$ cat src/rtl/sat_acc_pkg.sv
// Shared opcode encodings and command field positions for the bit-parallel
// CNF satisfiability checker.
package sat_acc_pkg;

  localparam logic [1:0] OP_RESET      = 2'b00;
  localparam logic [1:0] OP_CLAUSE     = 2'b01;
  localparam logic [1:0] OP_CNF        = 2'b10;
  localparam logic [1:0] OP_CLR_CLAUSE = 2'b11;

  localparam int OPC_MSB = 7;
  localparam int OPC_LSB = 6;
  localparam int VAR_MSB = 5;
  localparam int VAR_LSB = 1;
  localparam int NEG_BIT = 0;

  function automatic logic [7:0] mk_cmd(logic [1:0] op, logic [4:0] var_pos, logic neg);
    return {op, var_pos, neg};
  endfunction

endpackage

$ cat src/rtl/sat_literal_mask.sv
// Truth-table mask of one literal over all 2^N assignments; bit j is
// bit var_pos of j, optionally inverted. Out-of-range variables give zero.
module sat_literal_mask #(
  parameter int N = 4
) (
  input  logic [4:0]        varPos,
  input  logic              negCtrl,
  output logic [(1<<N)-1:0] mask
);
  localparam int W = 1 << N;

  logic in_range;
  assign in_range = (varPos < 5'(N));

  for (genvar j = 0; j < W; j++) begin : g_bit
    localparam logic [7:0] JV = 8'(j);
    // only the low 3 bits matter once in_range holds (N <= 8)
    assign mask[j] = in_range & (JV[varPos[2:0]] ^ negCtrl);
  end

endmodule

$ cat src/rtl/sat_accelerator_top.sv
// Command-driven CNF checker: ORs literal masks into a clause, ANDs clauses
// into the CNF vector and registers whether any assignment survives.
module sat_accelerator_top
  import sat_acc_pkg::*;
#(
  parameter int N = 4
) (
  input  logic       clk,
  input  logic       resetN,
  input  logic [7:0] command,
  output logic       outSATRes
);
  localparam int W = 1 << N;

  logic [1:0]   opc;
  logic [4:0]   var_pos;
  logic         neg;
  logic [W-1:0] lit;
  logic [W-1:0] clause_q;
  logic [W-1:0] cnf_q;
  logic [W-1:0] cnf_next;

  assign opc      = command[OPC_MSB:OPC_LSB];
  assign var_pos  = command[VAR_MSB:VAR_LSB];
  assign neg      = command[NEG_BIT];
  assign cnf_next = cnf_q & clause_q;

  sat_literal_mask #(.N(N)) u_mask (
    .varPos (var_pos),
    .negCtrl(neg),
    .mask   (lit)
  );

  // resetN is active-high despite its name
  always_ff @(posedge clk or posedge resetN) begin
    if (resetN) begin
      clause_q  <= '0;
      cnf_q     <= '1;
      outSATRes <= 1'b0;
    end else begin
      case (opc)
        OP_RESET: begin
          clause_q  <= '0;
          cnf_q     <= '1;
          outSATRes <= 1'b0;
        end
        OP_CLAUSE:     clause_q <= clause_q | lit;
        OP_CNF: begin
          cnf_q     <= cnf_next;
          outSATRes <= |cnf_next;
        end
        OP_CLR_CLAUSE: clause_q <= '0;
        default:       clause_q <= clause_q;
      endcase
    end
  end

endmodule

$ cat config.mk
export PLATFORM = sky130hd
export DESIGN_NAME = sat_accelerator_top
export DESIGN_NICKNAME = d
export VERILOG_FILES = /design/src/rtl/sat_acc_pkg.sv /design/src/rtl/sat_literal_mask.sv /design/src/rtl/sat_accelerator_top.sv
export SDC_FILE = /design/constraint.sdc
export NUM_CORES = 1
export LEC_CHECK = 0
export CORE_MARGIN = 5
export CORE_UTILIZATION = 51
export CTS_CLUSTER_DIAMETER = 100
export DETAILED_ROUTE_END_ITERATION = 7
export PLACE_DENSITY = 0.78
export SETUP_SLACK_MARGIN = 0.2
export SLEW_MARGIN = 20
export SYNTH_ARGS = -nofsm -noshare
export SYNTH_HDL_FRONTEND = slang
export SYNTH_SLANG_ARGS = --single-unit
$ cat constraint.sdc
create_clock -name clk -period 1.3 [get_ports clk]
set_input_delay 0.13 -clock clk [delete_from_list [all_inputs] [get_ports clk]]
set_output_delay 0.13 -clock clk [all_outputs]
set_load 0.05 [all_outputs]
==> results.json, run 1 <==
{
  "place_hpwl_um": 2170,
  "stdcell_area_um2": 2060,
  "synth_area_leaders": "dfrtp_1 (26%), dfstp_2 (26%), xnor2_1 (7.6%)",
  "multi_input_area_um2": 734,
  "fin_ws_ns": 0.0836,
  "report.final.slew_viol_count": 0,
  "fill_cells": 231,
  "finish.net_count": 211,
  "cts_buffers": 5,
  "syn_area_per_cell_um2": 9.89,
  "syn_inst": 163,
  "max-slew-margin-rel": 0.776,
  "power_w": 0.00229,
  "syn_area_um2": 1610,
  "min_period_ns": 1.22,
  "viasPerCell": 5.05,
  "vias": 1197,
  "ctsHoldBuffers": 0,
  "setup_violations": 0,
  "ir_drop_mv": 0.727,
  "drv_cap": 0,
  "first_pass_iters": 4,
  "syn_nets": 182,
  "grt_pass1_wl_um": 5400,
  "yosysTopAreaCell": "dfrtp_1",
  "hold_viol_final": 0,
  "ys_seq_area_frac": 0.524,
  "clk_pin_slew_ns": 0.10,
  "yosysWarnings": 0,
  "holdWs_ns": 0.129,
  "drt_iter0_drc": 44,
  "antenna_cells": 0,
  "clk_latency_ns": 0.33,
  "seqCellArea_um2": 846,
  "wl_per_cell_um": 13.1,
  "ioPinCount": 11,
  "cts.path.max_buffers": 2,
  "end_kind": "register",
  "leakagePower_nw": 0.938,
  "cts_tree": "done",
  "drc": 0,
  "crit_fanout": 2,
  "die_h_um": 66.2,
  "core_area_um2": 3050,
  "fin_worst_skew_ns": 0.00518,
  "wl_um": 3110,
  "area_growth_pct": 27.7,
  "grt_max_degree": 34,
  "place_congestion": 0.757,
  "rsz0062_at_grt": "yes",
  "clkSinkCount": 33,
  "status": "finished clean",
  "antenna_found_initial": 0,
  "hold_class": "input port to asynchronous set/reset pin",
  "htreeDepth": 2,
  "drive_gt1_frac": 0.269,
  "port_buffers": 10,
  "synth.top_cell.area_share": 0.264,
  "dieArea_um2": 4390,
  "synth_cell_types": 23,
  "grt_pass1_vias": 1223,
  "cp.required_ns": 1.50,
  "setup_tns_ns": 0,
  "critPathLaunchType": "register",
  "placed_area_um2": 1940,
  "cts-root-buf": "clkbuf_4",
  "crit_type": "register to register",
  "ant_nets": 0,
  "start_util": 0.528,
  "die_x_um": 66.2,
  "period_share": 0.936,
  "arrival_ns": 1.42,
  "row_count": 20,
  "fmax_ghz": 0.822,
  "ys_ff_latch": 33,
  "pre_cts_ws_ns": -0.331,
  "overflow": 0,
  "pwr_density_cell_nw_per_um2": 1110,
  "tightest_slew_ns": 0.333,
  "grtUsageTotal": 0.162
}
-- per-layer routing --
layer | GRT usage | up-vias | wire length [um]
met5 | 0 | - | 0
met2 | 0.260 | 36 | 1430
met3 | 0.0340 | 7 | 95
met4 | 0.0787 | 0 | 67
met1 | 0.206 | 559 | 1510
li1 | - | 595 | -
-- layout by cell type (no fill, tap or decap), drive strengths merged --
master         instances
ha                     9
dfstp                 16
nand2                 17
dfrtp                 17
xnor2                 14
a21boi                 1
a221oi                 2
clkbuf                 7
buf                   18
nor2b                  7
a22o                   1
dlygate4sd2            6
o21ai                 15
inv                    8
a222oi                 1
a31oi                  1
a21oi                 17
nor2                  26
nor4                   1
clkdlybuf4s50          3
clkinv                 2
and3                   1
a22oi                  3
-- registers in the layout (all words and copies together) (netlist names) --
| signal | flops |
|---|---|
| clause_q | 16 |
| cnf_q | 16 |
| outSATRes | 1 |
-- stage by stage --
| step | util | cells |
|---|---|---|
| after floorplan | - | 163 |
| after global placement | 0.634 | 225 |
| after detailed placement | 0.634 | 225 |
| after CTS | 0.675 | 237 |
| after global routing | 0.675 | 237 |
| final | 0.675 | 237 |
-- critical path, cell delays in order, from the launching register on --
cell and delay, ns:
dfstp_2 0.38, a22o_1 0.23, a221oi_2 0.18, and3_1 0.20, a31oi_1 0.09
-- power by group --
part / leakage, nW / switching (W) / internal (W)
sequential: 0.399 / 0.0000771 / 0.00119
combinational: 0.507 / 0.000239 / 0.000236
clock: 0.0320 / 0.000334 / 0.000206
-- path summary, 6_finish.rpt --
check / from / end / slack, ns / depth (start not counted)
setup / recovery: cnf_q[15] / outSATRes / 0.08 / 4
hold / removal: resetN / clause_q[7] / 0.13 / 3
setup reg to reg: cnf_q[15] / outSATRes / 0.08 / 4
hold reg to reg: cnf_q[13] / cnf_q[13] / 0.49 / 2
max in group asynchronous: resetN / cnf_q[3] / 0.92 / 3
min in group clk: command[6] / cnf_q[14] / 0.43 / 5
-- layout make-up --
class | instances | share of cell area
clock inverter | 2 | 0.00486
multi-input combinational | 116 | 0.357
inverter | 8 | 0.0146
tap | 44 | 0.0267
sequential | 33 | 0.411
clock buffer | 6 | 0.0200
timing repair buffer | 28 | 0.166
-- synth_stat cells --
| library cell | n |
|---|---|
| a21boi_0 | 1 |
| a21oi_1 | 17 |
| a221oi_1 | 2 |
| a222oi_1 | 1 |
| a22o_1 | 1 |
| a22oi_1 | 3 |
| a31oi_1 | 1 |
| and3_1 | 1 |
| buf_2 | 2 |
| buf_4 | 1 |
| buf_6 | 1 |
| clkbuf_1 | 2 |
| dfrtp_1 | 17 |
| dfstp_2 | 16 |
| ha_1 | 9 |
| inv_1 | 7 |
| inv_2 | 1 |
| nand2_1 | 17 |
| nor2_1 | 26 |
| nor2b_1 | 7 |
| nor4_4 | 1 |
| o21ai_0 | 15 |
| xnor2_1 | 14 |
-- what timing repair did --
action | CTS | global route
setup endpoints to repair | 32 | 3
gates cloned | 1 | 0
setup buffers | 3 | 0
endpoints found under the hold margin | 0 | 0
pin swaps | 5 | 1
gates resized for setup | 14 | 2
-- cell families (layout without fill, tap and decap cells) --
kind of cell / Yosys count / count (layout) / share of synthesized area
buffers and inverters: 14 / 44 / 0.0411
flip-flops: 33 / 33 / 0.524
XOR/XNOR: 14 / 14 / 0.0760
adder cells (fa/ha/maj): 9 / 9 / 0.0698
AND/OR/NAND/NOR: 52 / 52 / 0.144
AO/OA/AOI/OAI: 41 / 41 / 0.144
(Power assumes the default switching activity.)
==> inputs of run 2 (changes only) <==
CORE_UTILIZATION = 61   (was 51)
PLACE_DENSITY = 0.89   (was 0.78)
clock period = 1.4 ns   (was 1.3 ns; I/O delays follow)
==> results.json, run 2 (synthesis gave the netlist of run 1 again) <==
{
  "status": "finished clean",
  "drt_iter0_drc": 108,
  "report.final.slew_viol_count": 0,
  "crit_family": "compound AO/OA/AOI/OAI gates",
  "drive_gt1_frac": 0.316,
  "place_hpwl_um": 2350,
  "grt_pass1_vias": 1317,
  "path_buf_inv": 0,
  "clk_pin_slew_ns": 0.11,
  "crit_path_max_incr_delay_ns": 0.41,
  "wl_per_cell_um": 19.2,
  "grt_max_degree": 34,
  "worstPathCellList": "a22o_1 > a221oi_2 > and3_1 > a31oi_1",
  "final_common_cell": "nor2_1",
  "overflow": 0,
  "setup_violations": 0,
  "ir_drop_mv": 0.986,
  "setup_tns_ns": 0,
  "power_w": 0.00242,
  "min_period_ns": 1.28,
  "drc": 0,
  "dieArea_um2": 3770,
  "wl_um": 4360,
  "rsz0062_at_grt": "yes",
  "first_pass_iters": 5,
  "finish.net_count": 214,
  "row_count": 18,
  "crit_type": "register to register",
  "viasPerCell": 6.06,
  "cts.path.max_buffers": 2,
  "tightest_slew_ns": 0.357,
  "clkSinkCount": 33,
  "area_growth_pct": 31.4,
  "clk_latency_ns": 0.34,
  "cp.required_ns": 1.62,
  "period_share": 0.912,
  "leakagePower_nw": 0.986,
  "pre_cts_ws_ns": -0.281,
  "max-slew-margin-rel": 0.760,
  "port_buffers": 10,
  "hold_class": "input port to asynchronous set/reset pin",
  "antenna_found_initial": 1,
  "cts-root-buf": "clkbuf_4",
  "end_kind": "register",
  "pwr_density_cell_nw_per_um2": 1140,
  "top_regs": "clause_q x16, cnf_q x16, outSATRes x1",
  "critPathSlowestCell": "dfrtp_1",
  "vias": 1376,
  "cts_tree": "done",
  "die_x_um": 61.4,
  "fin_worst_skew_ns": 0.00819,
  "fin_ws_ns": 0.123,
  "place_congestion": 0.825,
  "die_h_um": 61.4,
  "grtUsageTotal": 0.254,
  "critPathLaunchType": "register",
  "cts_buffers": 5,
  "start_util": 0.645,
  "ioPinCount": 11,
  "post-route-util": 0.848,
  "crit_fanout": 2,
  "htreeDepth": 2,
  "grt_pass1_wl_um": 6670,
  "core_area_um2": 2500,
  "fmax_ghz": 0.783,
  "arrival_ns": 1.50,
  "ant_nets": 0,
  "hold_viol_final": 0,
  "drv_cap": 0,
  "layout.cells.most_common_list": "nor2_1 (24), nand2_1 (17), dfrtp_1 (17)"
}
==> run 2: worst register-to-register path, stage by stage, from the launching register on <==
cell	delay (ns)
dfrtp_1	0.41
a22o_1	0.24
a221oi_2	0.18
and3_1	0.23
a31oi_1	0.09
==> run 2: timing repair <==
action | CTS | global route
gates cloned | 1 | 0
setup buffers | 3 | 1
gates resized for setup | 10 | 15
setup endpoints to repair | 17 | 30
pin swaps | 3 | 8
hold buffers | 0 | 0
==> run 2: area by class of cell <==
class / count / area (um^2)
sequential: 33 / 846
multi-input combinational: 116 / 767
fill: 117 / 380
timing repair buffer: 31 / 352
clock buffer: 7 / 55.1
tap: 30 / 37.5
clock inverter: 1 / 30.0
inverter: 8 / 30.0
antenna: 1 / 2.50
==> run 2: stage by stage <==
step	instance area, um^2	instances	hold WS, ns
detailed placement	1890	213	0.476
global placement	1890	213	0.464
global route	2120	227	0.154
floorplan	1610	163	0.257
CTS	2070	225	0.142
finish	2120	227	0.123
==> run 2: power breakdown <==
group / leakage (nW) / switching [W] / internal (W) / total (W)
combinational: 0.541 / 0.000259 / 0.000213 / 0.000473
sequential: 0.399 / 0.0000807 / 0.00111 / 0.00119
clock: 0.0455 / 0.000334 / 0.000426 / 0.000760
==> run 2: metal layers <==
layer / GRT usage / vias up / share of wire
met5: 0 / - / 0
met4: 0.130 / 0 / 0.051
met3: 0.0503 / 19 / 0.094
met2: 0.414 / 88 / 0.48
met1: 0.322 / 664 / 0.37
li1: - / 605 / -
==> run 2: path summary, 6_finish.rpt <==
kind | startpoint | to | slack, ns | cells past startpoint
max | clause_q[15] | outSATRes | 0.12 | 4
max reg2reg | clause_q[15] | outSATRes | 0.12 | 4
min in group clk | command[7] | cnf_q[14] | 0.37 | 5
min reg2reg | cnf_q[13] | cnf_q[13] | 0.49 | 2
min | resetN | clause_q[11] | 0.12 | 3
max in group asynchronous | resetN | cnf_q[3] | 1.03 | 3
==> RTL edit: new RTL, settings of run 2 <==
Put one more register stage on the output `outSATRes`, with the module's reset. The value now appears one clock later.
--- a/src/rtl/sat_accelerator_top.sv
+++ b/src/rtl/sat_accelerator_top.sv
@@ -11,6 +11,8 @@
   output logic       outSATRes
 );
   localparam int W = 1 << N;
+
+  logic outSATRes_s0;
 
   logic [1:0]   opc;
   logic [4:0]   var_pos;
@@ -36,18 +38,18 @@
     if (resetN) begin
       clause_q  <= '0;
       cnf_q     <= '1;
-      outSATRes <= 1'b0;
+      outSATRes_s0 <= 1'b0;
     end else begin
       case (opc)
         OP_RESET: begin
           clause_q  <= '0;
           cnf_q     <= '1;
-          outSATRes <= 1'b0;
+          outSATRes_s0 <= 1'b0;
         end
         OP_CLAUSE:     clause_q <= clause_q | lit;
         OP_CNF: begin
           cnf_q     <= cnf_next;
-          outSATRes <= |cnf_next;
+          outSATRes_s0 <= |cnf_next;
         end
         OP_CLR_CLAUSE: clause_q <= '0;
         default:       clause_q <= clause_q;
@@ -55,5 +57,13 @@
     end
   end
 
+  always_ff @(posedge clk or posedge resetN) begin
+    if (resetN) begin
+      outSATRes <= '0;
+    end else begin
+      outSATRes <= outSATRes_s0;
+    end
+  end
+
 endmodule
 
Behaviour: not the same (Yosys sat finds a counterexample within 4 cycles, from zero or initial values and one cycle with resetN high).
==> RTL edit against run 2 <==
- count of clock-buffer cells in the layout down 1
- highest routed layer unchanged
- first-iteration DRC count up 25%
- final area up 0.12%
- sequential cell count up 1
- area after synthesis up 1.6%
- core utilization down 0.66 points
- register-to-register slack better by 60 ps
- routed wire length down 2.2%
- setup slack worse by 14 ps
- synthesized cell count up 0.61%
- total power down 5.4%
==> RTL edit: results (changes against run 2) <==
| Metric | Value |
|---|---|
| Status | `completed (unchanged)` |
| Worst-path fanout max | `8 (was 2)` |
| Crit path max-delay family | `buffers and inverters (was compound AO/OA/AOI/OAI gates)` |
| Vias per cell | `6.11 (was 6.06)` |
| Cell Area, Placed | `1910 um2 (was 1890 um2)` |
| Synth Net Count | `183 (was 182)` |
| Antenna cells | `0 (was 1)` |
| Layout cell share with drive strength beyond 1 | `0.310 (was 0.316)` |
| Routability cong. | `0.790 (was 0.825)` |
| Slowest stage cell, crit path | `clkdlybuf4s50_1 (was dfrtp_1)` |
| Commonest cells in the netlist | `26 x nor2_1, 18 x dfrtp_1, 17 x a21oi_1, 17 x nand2_1, 16 x dfstp_2 (was 26 x nor2_1, 17 x a21oi_1, 17 x dfrtp_1, 17 x nand2_1, 16 x dfstp_2)` |
| Detailed router's first-iteration violation count | `135 (was 108)` |
| Seq/Total Area, Yosys | `0.532 (was 0.524)` |
| Clk slew on worst S/H paths | `roughly 120 ps` |
| Synth Flop Type | `dfrtp_1 (unchanged)` |
| WHS | `104 ps (was 123 ps)` |
| Reg2Reg Depth | `4 (unchanged)` |
| Leak | `0.970 nW (was 0.986 nW)` |
| Worst-Margin Slew | `292 ps (was 357 ps)` |
| Worst VDD drop | `1.04 mV (was 0.986 mV)` |
| R2r setup slk | `180 ps (was 120 ps)` |
| Top Registers | `clause_q x16, cnf_q x16 (was clause_q x16, cnf_q x16, outSATRes x1)` |
| Reg2reg end | `outSATRes_s0 (was outSATRes)` |
| First-pass GRT wire length | `5560 um (was 6670 um)` |
| Vias in the first global route | `1,245 (was 1,317)` |
| Post-DP HPWL | `2370 um (was 2350 um)` |
| CP peak stage delay | `510 ps (was 410 ps)` |
| Place WS | `-284 ps (was -281 ps)` |
| Max Clock Skew | `15.2 ps (was 8.19 ps)` |
| Largest net degree at the start of global routing | `35 (was 34)` |
| Nets | `215 (was 214)` |
| Routed WL | `4270 um (was 4360 um)` |
| Worst skew pair latency | `360 ps (was 340 ps)` |
| Initial antenna violation count | `0 (was 1)` |
| Critical Path AT | `1580 ps (was 1500 ps)` |
| Top cells by area, synth | `dfrtp_1 28%, dfstp_2 26%, xnor2_1 7.5% (was dfrtp_1 26%, dfstp_2 26%, xnor2_1 7.6%)` |
| Synth Area per Inst | `9.99 um2 (was 9.89 um2)` |
-- RTL edit: cell types whose count changed after synthesis --
cell,delta
dfrtp_1,+1
-- RTL edit: where the power goes --
part	switching, W	internal, W
Combinational	0.000254	0.000222
Sequential	0.0000811	0.00114
Clock	0.000350	0.000241
Total	0.000685	0.00161
-- RTL edit: worst max path at each step --
| stage | endpoint | from | slack [ps] |
|---|---|---|---|
| 6_report | clause_q[2] | command[6] | 110 |
| 4_1_cts | clause_q[6] | command[1] | 210 |
| 3_3_place_gp | clause_q[15] | command[6] | -210 |
| 3_5_place_dp | outSATRes_s0 | command[7] | -280 |
| 2_1_floorplan | clause_q[10] | command[6] | 200 |
| 5_1_grt | clause_q[2] | command[2] | 30 |
-- RTL edit: final cells by class --
type	count	area, um2
Multi-Input combinational cell	116	772
Inverter	8	30.0
Clock buffer	6	51.3
Sequential cell	34	871
Clock inverter	2	12.5
Timing Repair Buffer	31	348
Tap cell	30	37.5
Fill cell	133	400
-- RTL edit: logic make-up after synthesis --
logic type | Yosys count | synth area share
AO/OA/AOI/OAI | 41 | 0.142
XOR/XNOR | 14 | 0.0749
adder cells (fa/ha/maj) | 9 | 0.0688
buffers and inverters | 14 | 0.0405
flip-flops | 34 | 0.532
AND/OR/NAND/NOR | 52 | 0.142
-- RTL edit: repair_timing --
action                                 CTS  global route
gates cloned                             0             2
resized for setup                        4            18
hold buffers                             0             0
setup endpoints to repair               17            18
buffers inserted                         2             2
endpoints found under the hold margin    0             0
pin swaps                                3             2
-- RTL edit: layer usage --
metal,share of wire,track usage
met1,0.39,0.250
met2,0.51,0.345
met3,0.068,0.0393
met4,0.028,0.142
met5,0,0
-- RTL edit: tightest hold or removal path: stages --
cell             delay, ps
clkdlybuf4s50_1        400
inv_1                   90
buf_12                 210
